File: config.mk
export PLATFORM = sky130hd
export DESIGN_NAME = fdl_tune_ctrl
export DESIGN_NICKNAME = d
export VERILOG_FILES = /design/src/rtl/fdl_tune_ctrl.sv
export SDC_FILE = /design/constraint.sdc
export NUM_CORES = 1
export LEC_CHECK = 0
export ABC_AREA = 1
export CORE_MARGIN = 5
export CORE_UTILIZATION = 45
export CTS_CLUSTER_SIZE = 12
export DETAILED_ROUTE_END_ITERATION = 8
export PLACE_DENSITY = 0.76
export SLEW_MARGIN = 20
export SYNTH_ARGS = -nofsm -noshare
export SYNTH_HDL_FRONTEND = slang
export SYNTH_SLANG_ARGS = --single-unit
File: constraint.sdc
create_clock -name clk_in -period 8 [get_ports clk_in]
set_input_delay 0.8 -clock clk_in [delete_from_list [all_inputs] [get_ports clk_in]]
set_output_delay 0.8 -clock clk_in [all_outputs]
set_load 0.1 [all_outputs]
File: src/rtl/fdl_tune_ctrl.sv
// Closed-loop fine delay line tuning controller: filters PD votes, steps the FDL code,
// hands off to the coarse line at range ends. Optional build macro: FDL_LOCK_FREEZE_EN.
module fdl_tune_ctrl #(
    parameter int unsigned FILT_TH    = 4,
    parameter int unsigned ACC_W      = 5,
    parameter int unsigned SETTLE_CYC = 8,
    parameter int unsigned LOCK_REV   = 4
) (
    input  logic       clk_in,
    input  logic       rst,
    input  logic       en,
    input  logic       pd_up,
    input  logic       pd_dn,
    input  logic       cdl_ack,
    output logic [5:0] Q,
    output logic [2:0] level,
    output logic       cdl_inc,
    output logic       cdl_dec,
    output logic       locked
);

    localparam int unsigned CNT_W = $clog2(SETTLE_CYC + 1);
    localparam int unsigned REV_W = $clog2(LOCK_REV + 1);
    localparam int unsigned SUM_W = ACC_W + 1;

    localparam logic [2:0]       LVL_MIN  = 3'd0;
    localparam logic [2:0]       LVL_MID  = 3'd3;
    localparam logic [2:0]       LVL_MAX  = 3'd6;
    localparam logic [CNT_W-1:0] CNT_LAST = CNT_W'(SETTLE_CYC - 1);
    localparam logic [REV_W-1:0] REV_MAX  = REV_W'(LOCK_REV);

    typedef enum logic [1:0] {
        S_IDLE    = 2'd0,
        S_SETTLE  = 2'd1,
        S_TRACK   = 2'd2,
        S_HANDOFF = 2'd3
    } state_e;

    state_e                   state_q, state_d;
    logic signed [ACC_W-1:0]  acc_q, acc_d;
    logic [CNT_W-1:0]         cnt_q, cnt_d;
    logic [2:0]               level_q, level_d;
    logic [5:0]               code_q, code_d;
    logic                     inc_q, inc_d;
    logic                     dec_q, dec_d;
    logic                     locked_q, locked_d;
    logic [REV_W-1:0]         rev_q, rev_d;
    logic                     prev_vld_q, prev_vld_d;
    logic                     prev_up_q, prev_up_d;

    logic signed [SUM_W-1:0]  vote_c;
    logic signed [SUM_W-1:0]  acc_ext_c;
    logic signed [SUM_W-1:0]  acc_sum_c;
    logic signed [SUM_W-1:0]  th_c;
    logic                     step_up_c;
    logic                     step_dn_c;
    logic                     at_end_c;

    function automatic logic [5:0] level_to_code(input logic [2:0] lvl);
        case (lvl)
            3'd0:    return 6'b000000;
            3'd1:    return 6'b100000;
            3'd2:    return 6'b110000;
            3'd3:    return 6'b111000;
            3'd4:    return 6'b111100;
            3'd5:    return 6'b111110;
            default: return 6'b111111;
        endcase
    endfunction

    // Vote filter: a step fires on the edge the running sum reaches the threshold.
    always_comb begin
        vote_c = '0;
        if (pd_up && !pd_dn) begin
            vote_c = SUM_W'(1);
        end else if (pd_dn && !pd_up) begin
            vote_c = '1;
        end
        acc_ext_c = {acc_q[ACC_W-1], acc_q};
        acc_sum_c = acc_ext_c + vote_c;
`ifdef FDL_LOCK_FREEZE_EN
        th_c = locked_q ? SUM_W'(2 * FILT_TH) : SUM_W'(FILT_TH);
`else
        th_c = SUM_W'(FILT_TH);
`endif
        step_up_c = en && (state_q == S_TRACK) && (acc_sum_c >= th_c);
        step_dn_c = en && (state_q == S_TRACK) && (acc_sum_c <= -th_c);
        at_end_c  = step_up_c ? (level_q == LVL_MAX) : (level_q == LVL_MIN);
    end

    always_ff @(posedge clk_in) begin
        if (rst) begin
            state_q <= S_IDLE;
        end else begin
            state_q <= state_d;
        end
    end

    always_comb begin
        state_d = state_q;
        if (!en) begin
            state_d = S_IDLE;
        end else begin
            case (state_q)
                S_IDLE:    state_d = S_SETTLE;
                S_SETTLE:  if (cnt_q == CNT_LAST) state_d = S_TRACK;
                S_TRACK: begin
                    if (step_up_c || step_dn_c) begin
                        state_d = at_end_c ? S_HANDOFF : S_SETTLE;
                    end
                end
                S_HANDOFF: if (cdl_ack) state_d = S_SETTLE;
                default:   state_d = S_IDLE;
            endcase
        end
    end

    always_comb begin
        acc_d      = acc_q;
        cnt_d      = cnt_q;
        level_d    = level_q;
        inc_d      = inc_q;
        dec_d      = dec_q;
        locked_d   = locked_q;
        rev_d      = rev_q;
        prev_vld_d = prev_vld_q;
        prev_up_d  = prev_up_q;
        if (!en) begin
            acc_d      = '0;
            cnt_d      = '0;
            inc_d      = 1'b0;
            dec_d      = 1'b0;
            locked_d   = 1'b0;
            rev_d      = '0;
            prev_vld_d = 1'b0;
        end else begin
            case (state_q)
                S_IDLE: begin
                    acc_d = '0;
                    cnt_d = '0;
                end
                S_SETTLE: begin
                    acc_d = '0;
                    cnt_d = (cnt_q == CNT_LAST) ? '0 : cnt_q + CNT_W'(1);
                end
                S_TRACK: begin
                    if (step_up_c || step_dn_c) begin
                        acc_d = '0;
                        if (at_end_c) begin
                            // Fine range exhausted: request a coarse step, restart lock search.
                            inc_d      = step_up_c;
                            dec_d      = step_dn_c;
                            rev_d      = '0;
                            locked_d   = 1'b0;
                            prev_vld_d = 1'b0;
                        end else begin
                            level_d = step_up_c ? level_q + 3'd1 : level_q - 3'd1;
                            if (prev_vld_q) begin
                                if (prev_up_q != step_up_c) begin
                                    if (rev_q != REV_MAX) rev_d = rev_q + REV_W'(1);
                                    if (rev_d == REV_MAX) locked_d = 1'b1;
                                end else begin
                                    rev_d    = '0;
                                    locked_d = 1'b0;
                                end
                            end
                            prev_vld_d = 1'b1;
                            prev_up_d  = step_up_c;
                        end
                    end else begin
                        acc_d = acc_sum_c[ACC_W-1:0];
                    end
                end
                S_HANDOFF: begin
                    if (cdl_ack) begin
                        inc_d   = 1'b0;
                        dec_d   = 1'b0;
                        level_d = LVL_MID;
                    end
                end
                default: begin
                    acc_d = '0;
                end
            endcase
        end
        code_d = level_to_code(level_d);
    end

    always_ff @(posedge clk_in) begin
        if (rst) begin
            acc_q      <= '0;
            cnt_q      <= '0;
            level_q    <= LVL_MID;
            code_q     <= 6'b111000;
            inc_q      <= 1'b0;
            dec_q      <= 1'b0;
            locked_q   <= 1'b0;
            rev_q      <= '0;
            prev_vld_q <= 1'b0;
            prev_up_q  <= 1'b0;
        end else begin
            acc_q      <= acc_d;
            cnt_q      <= cnt_d;
            level_q    <= level_d;
            code_q     <= code_d;
            inc_q      <= inc_d;
            dec_q      <= dec_d;
            locked_q   <= locked_d;
            rev_q      <= rev_d;
            prev_vld_q <= prev_vld_d;
            prev_up_q  <= prev_up_d;
        end
    end

    assign Q       = code_q;
    assign level   = level_q;
    assign cdl_inc = inc_q;
    assign cdl_dec = dec_q;
    assign locked  = locked_q;

endmodule

==> impl_metrics.env <==
export IMPL_status="complete, no violations"
export IMPL_comb_power_share_pct=12.0
export IMPL_routabilityCongestion=0.8653
export IMPL_first_pass_iters=4
export IMPL_setup_slack_ns=4.471
export IMPL_syn_nets=273
export IMPL_dr_total_vias=1604
export IMPL_period_share_pct=44.12
export IMPL_cap_violations=0
export IMPL_grtUsageTotal_pct=14.32
export IMPL_start_kind="input pin"
export IMPL_dieArea_sq_um=5224
export IMPL_synth_mux_area_share_pct=0
export IMPL_cts_tree="done"
export IMPL_final_cells=320
export IMPL_crit_arrival_ns=3.70
export IMPL_maxSlewHeadroom_pct=34.88
export IMPL_drtIter0Drc=54
export IMPL_portBuffers=17
export IMPL_rows=22
export IMPL_ctsHtreeMaxLevel=1
export IMPL_ys_seq_elements=28
export IMPL_grt_pass1_wl_um=6134
export IMPL_dieHeight_um=72.28
export IMPL_routed_wirelength_um=3508
export IMPL_rsz0062_at_grt="false"
export IMPL_timing_fmax_ghz=0.2833
export IMPL_ant_nets=0
export IMPL_yosys_area_share_simple_pct=33.33
export IMPL_setup_worst_path_class="input pin to flip-flop"
export IMPL_syn_area_per_cell_sq_um=6.926
export IMPL_layout_nets=294
export IMPL_syn_inst=252
export IMPL_finalHoldViolCount=0
export IMPL_tns_ns=0
export IMPL_hold_depth=2
export IMPL_numCtsBuffers=3
export IMPL_setup_violations=0
export IMPL_peakVddDrop_mv=0.1041
export IMPL_wire_per_inst_um=10.96
export IMPL_grt_start_max_net_pins=17
export IMPL_synth_xor_area_share_pct=1.004
export IMPL_area_growth_pct=17.06
export IMPL_min_to="prev_vld_q"
export IMPL_worst_pin_slew_ns=0.9737
export IMPL_pwr_share_clk_pct=38.7
export IMPL_r2r_end="Q[5]"
export IMPL_rr_startpoint="acc_q[1]"
export IMPL_power_switching_uw=70.88
export IMPL_yosysSeqAreaShare_pct=32.11
export IMPL_dp_cells=316
export IMPL_cellPowerDensity_nw_per_um2=142.0
export IMPL_drive_gt1_share_pct=12.50
export IMPL_dpl_hpwl_um=2699
export IMPL_finalCriticalPeriod_ns=3.529
export IMPL_drc=0
export IMPL_fin_skew_ns=0.006042
export IMPL_cts_setup_buffers=0
export IMPL_dpl_worst_slack_ns=4.171
export IMPL_cts_resized=0
export IMPL_initial_core_util_pct=46.97
export IMPL_cp_data_required_time_ns=8.17
export IMPL_power_leakage_nw=0.9337
export IMPL_via_per_inst=5.013
export IMPL_slew_violations=0
export IMPL_intPower_uw=219.3
export IMPL_die_width_um=72.28
export IMPL_synth_compound_area_share_pct=13.12
export IMPL_min_path_type="flip-flop to flip-flop"
export IMPL_clock_path_buffers=2
export IMPL_globalRouteOverflowTotal=0
export IMPL_synth_area_sq_um=1745
export IMPL_yosysWarnings=0
export IMPL_worstSkewPairLatency_ns=0.28
export IMPL_r2r_setup_slack_ns=5.43
export IMPL_min_from="prev_vld_q"
export IMPL_grt_pass1_vias=1510
export IMPL_clk_pin_slew_ns=0.10
export IMPL_reg2reg_depth=18
export IMPL_cts_root_buf="clkbuf_8"
export IMPL_power_frac_seq_pct=49.3
export IMPL_io_pins=18
export IMPL_p_total_uw=290.2
export IMPL_cp_end_kind="flip-flop"
export IMPL_switching_share_pct=24.42
export IMPL_synth_top_family_by_area="simple AND/OR/NAND/NOR gates"
export IMPL_antenna_cells=0
export IMPL_synthDistinctLibCells=27
export IMPL_ctsHoldBuffers=0
export IMPL_synthAdderAreaFrac_pct=11.18
export IMPL_antenna_found_initial=0
export IMPL_cts_sinks=28
export IMPL_crit_fanout=7
export IMPL_coreArea_sq_um=3716
## placed cells by master (no fill, tap or decap), types with 3 or more instances in the layout
cell type / synthesis / routed
inv_2: 4 / 4
nand3_1: 13 / 13
nor3_1: 3 / 3
o21ai_1: 4 / 4
nor2_1: 13 / 13
nand2_1: 66 / 66
clkdlybuf4s50_1: 0 / 17
nand2_2: 10 / 10
nor2_2: 3 / 3
clkbuf_8: 0 / 3
inv_1: 38 / 38
nand3_2: 4 / 4
a21oi_1: 21 / 21
ha_1: 14 / 14
a21oi_2: 3 / 3
nand2_4: 3 / 3
o21ai_0: 11 / 11
dfxtp_1: 28 / 28
## metal layers
layer / routed length [um] / GRT usage, %
met4: 48 / 5.010
met1: 1618 / 17.53
met3: 159 / 2.493
met2: 1682 / 25.08
met5: 0 / 0
## synth_stat cells
| library cell | instances | area (sq um) |
|---|---|---|
| o22ai_1 | 1 | 6.260 |
| nor2_4 | 1 | 11.26 |
| nor2_1 | 13 | 48.80 |
| nand3b_1 | 1 | 7.510 |
| nor2_2 | 3 | 18.77 |
| nand3_2 | 4 | 40.04 |
| nand2_4 | 3 | 33.78 |
| clkbuf_1 | 1 | 3.750 |
| xor2_1 | 2 | 17.52 |
| or2_2 | 2 | 12.51 |
| dfxtp_1 | 28 | 560.5 |
| nor3_1 | 3 | 15.01 |
| ha_1 | 14 | 175.2 |
| nand2_1 | 66 | 247.7 |
| a21oi_2 | 3 | 26.28 |
| a21boi_0 | 1 | 7.510 |
| a221oi_1 | 1 | 8.760 |
| nand3_1 | 13 | 65.06 |
| nand4_1 | 2 | 12.51 |
| o21ai_1 | 4 | 20.02 |
| or2_1 | 1 | 6.260 |
| a21oi_1 | 21 | 105.1 |
| inv_2 | 4 | 15.01 |
| fa_1 | 1 | 20.02 |
| nand2_2 | 10 | 62.56 |
| inv_1 | 38 | 142.6 |
| o21ai_0 | 11 | 55.05 |
## power groups by stage
stage | Sequential (mW) | Combinational [mW] | Clock [mW]
after global routing | 0.144 | 0.0390 | 0.121
after CTS | 0.143 | 0.0348 | 0.115
after detailed placement | 0.146 | 0.0345 | 0
after floorplan | 0.151 | 0.0206 | 0
after global placement | 0.146 | 0.0342 | 0
final | 0.143 | 0.0348 | 0.112
## per-stage QoR
stage	cell area, sq um	util, %	hold slack (ns)
2_1_floorplan	1745	-	0.4385
3_3_place_gp	1972	53.06	0.4473
3_5_place_dp	1972	53.06	0.4546
4_1_cts	2043	54.98	0.4701
5_1_grt	2043	54.98	0.4955
6_report	2043	54.98	0.4698
## how the worst max path moves through the flow
stage,startpoint,endpoint,cells past startpoint
floorplan,pd_up,Q[5],19
global placement,pd_up,Q[5],20
detailed placement,pd_up,Q[5],20
CTS,pd_up,Q[5],20
global route,pd_up,Q[5],21
finish,pd_up,Q[5],20
## sequential cells by signal, indices dropped and copies added, names as in the netlist
register and count:
cdl_inc 1, state_q 2, cnt_q 4, cdl_dec 1
level 3, acc_q 5, locked 1, Q 6
prev_vld_q 1, rev_q 3, prev_up_q 1
## cell type report
type                    instances  area [sq um]
clock inverters                 1         30.03
inverters                      42         157.7
clock buffers                   3         41.29
flip-flops and latches         28         560.5
well taps                      48         60.06
repair buffers                 17         170.2
fillers                       368          1673
multi-input cells             181          1023
## critical path, cell delays in order
cell and delay [ns]:
clkdlybuf4s50_1 0.45, inv_1 0.05, ha_1 0.27, inv_1 0.04
ha_1 0.19, ha_1 0.18, inv_1 0.07, nand2_1 0.07
nand3_1 0.11, nand3_1 0.08, nand2_1 0.10, nand3_2 0.11
nand2_4 0.16, inv_1 0.07, fa_1 0.48, nand4_1 0.09
nand3_1 0.10, nand2_1 0.08, nor2_1 0.13, nand3_1 0.08
## kinds of logic (layout without fill, tap and decap cells)
kind of cell	Yosys count	after routing
buf+inv	43	63
flops	28	28
fa+ha+maj	15	15
simple gates	122	122
xor+xnor	2	2
compound gates	42	42
No activity file was read; power rests on OpenSTA's default activity.
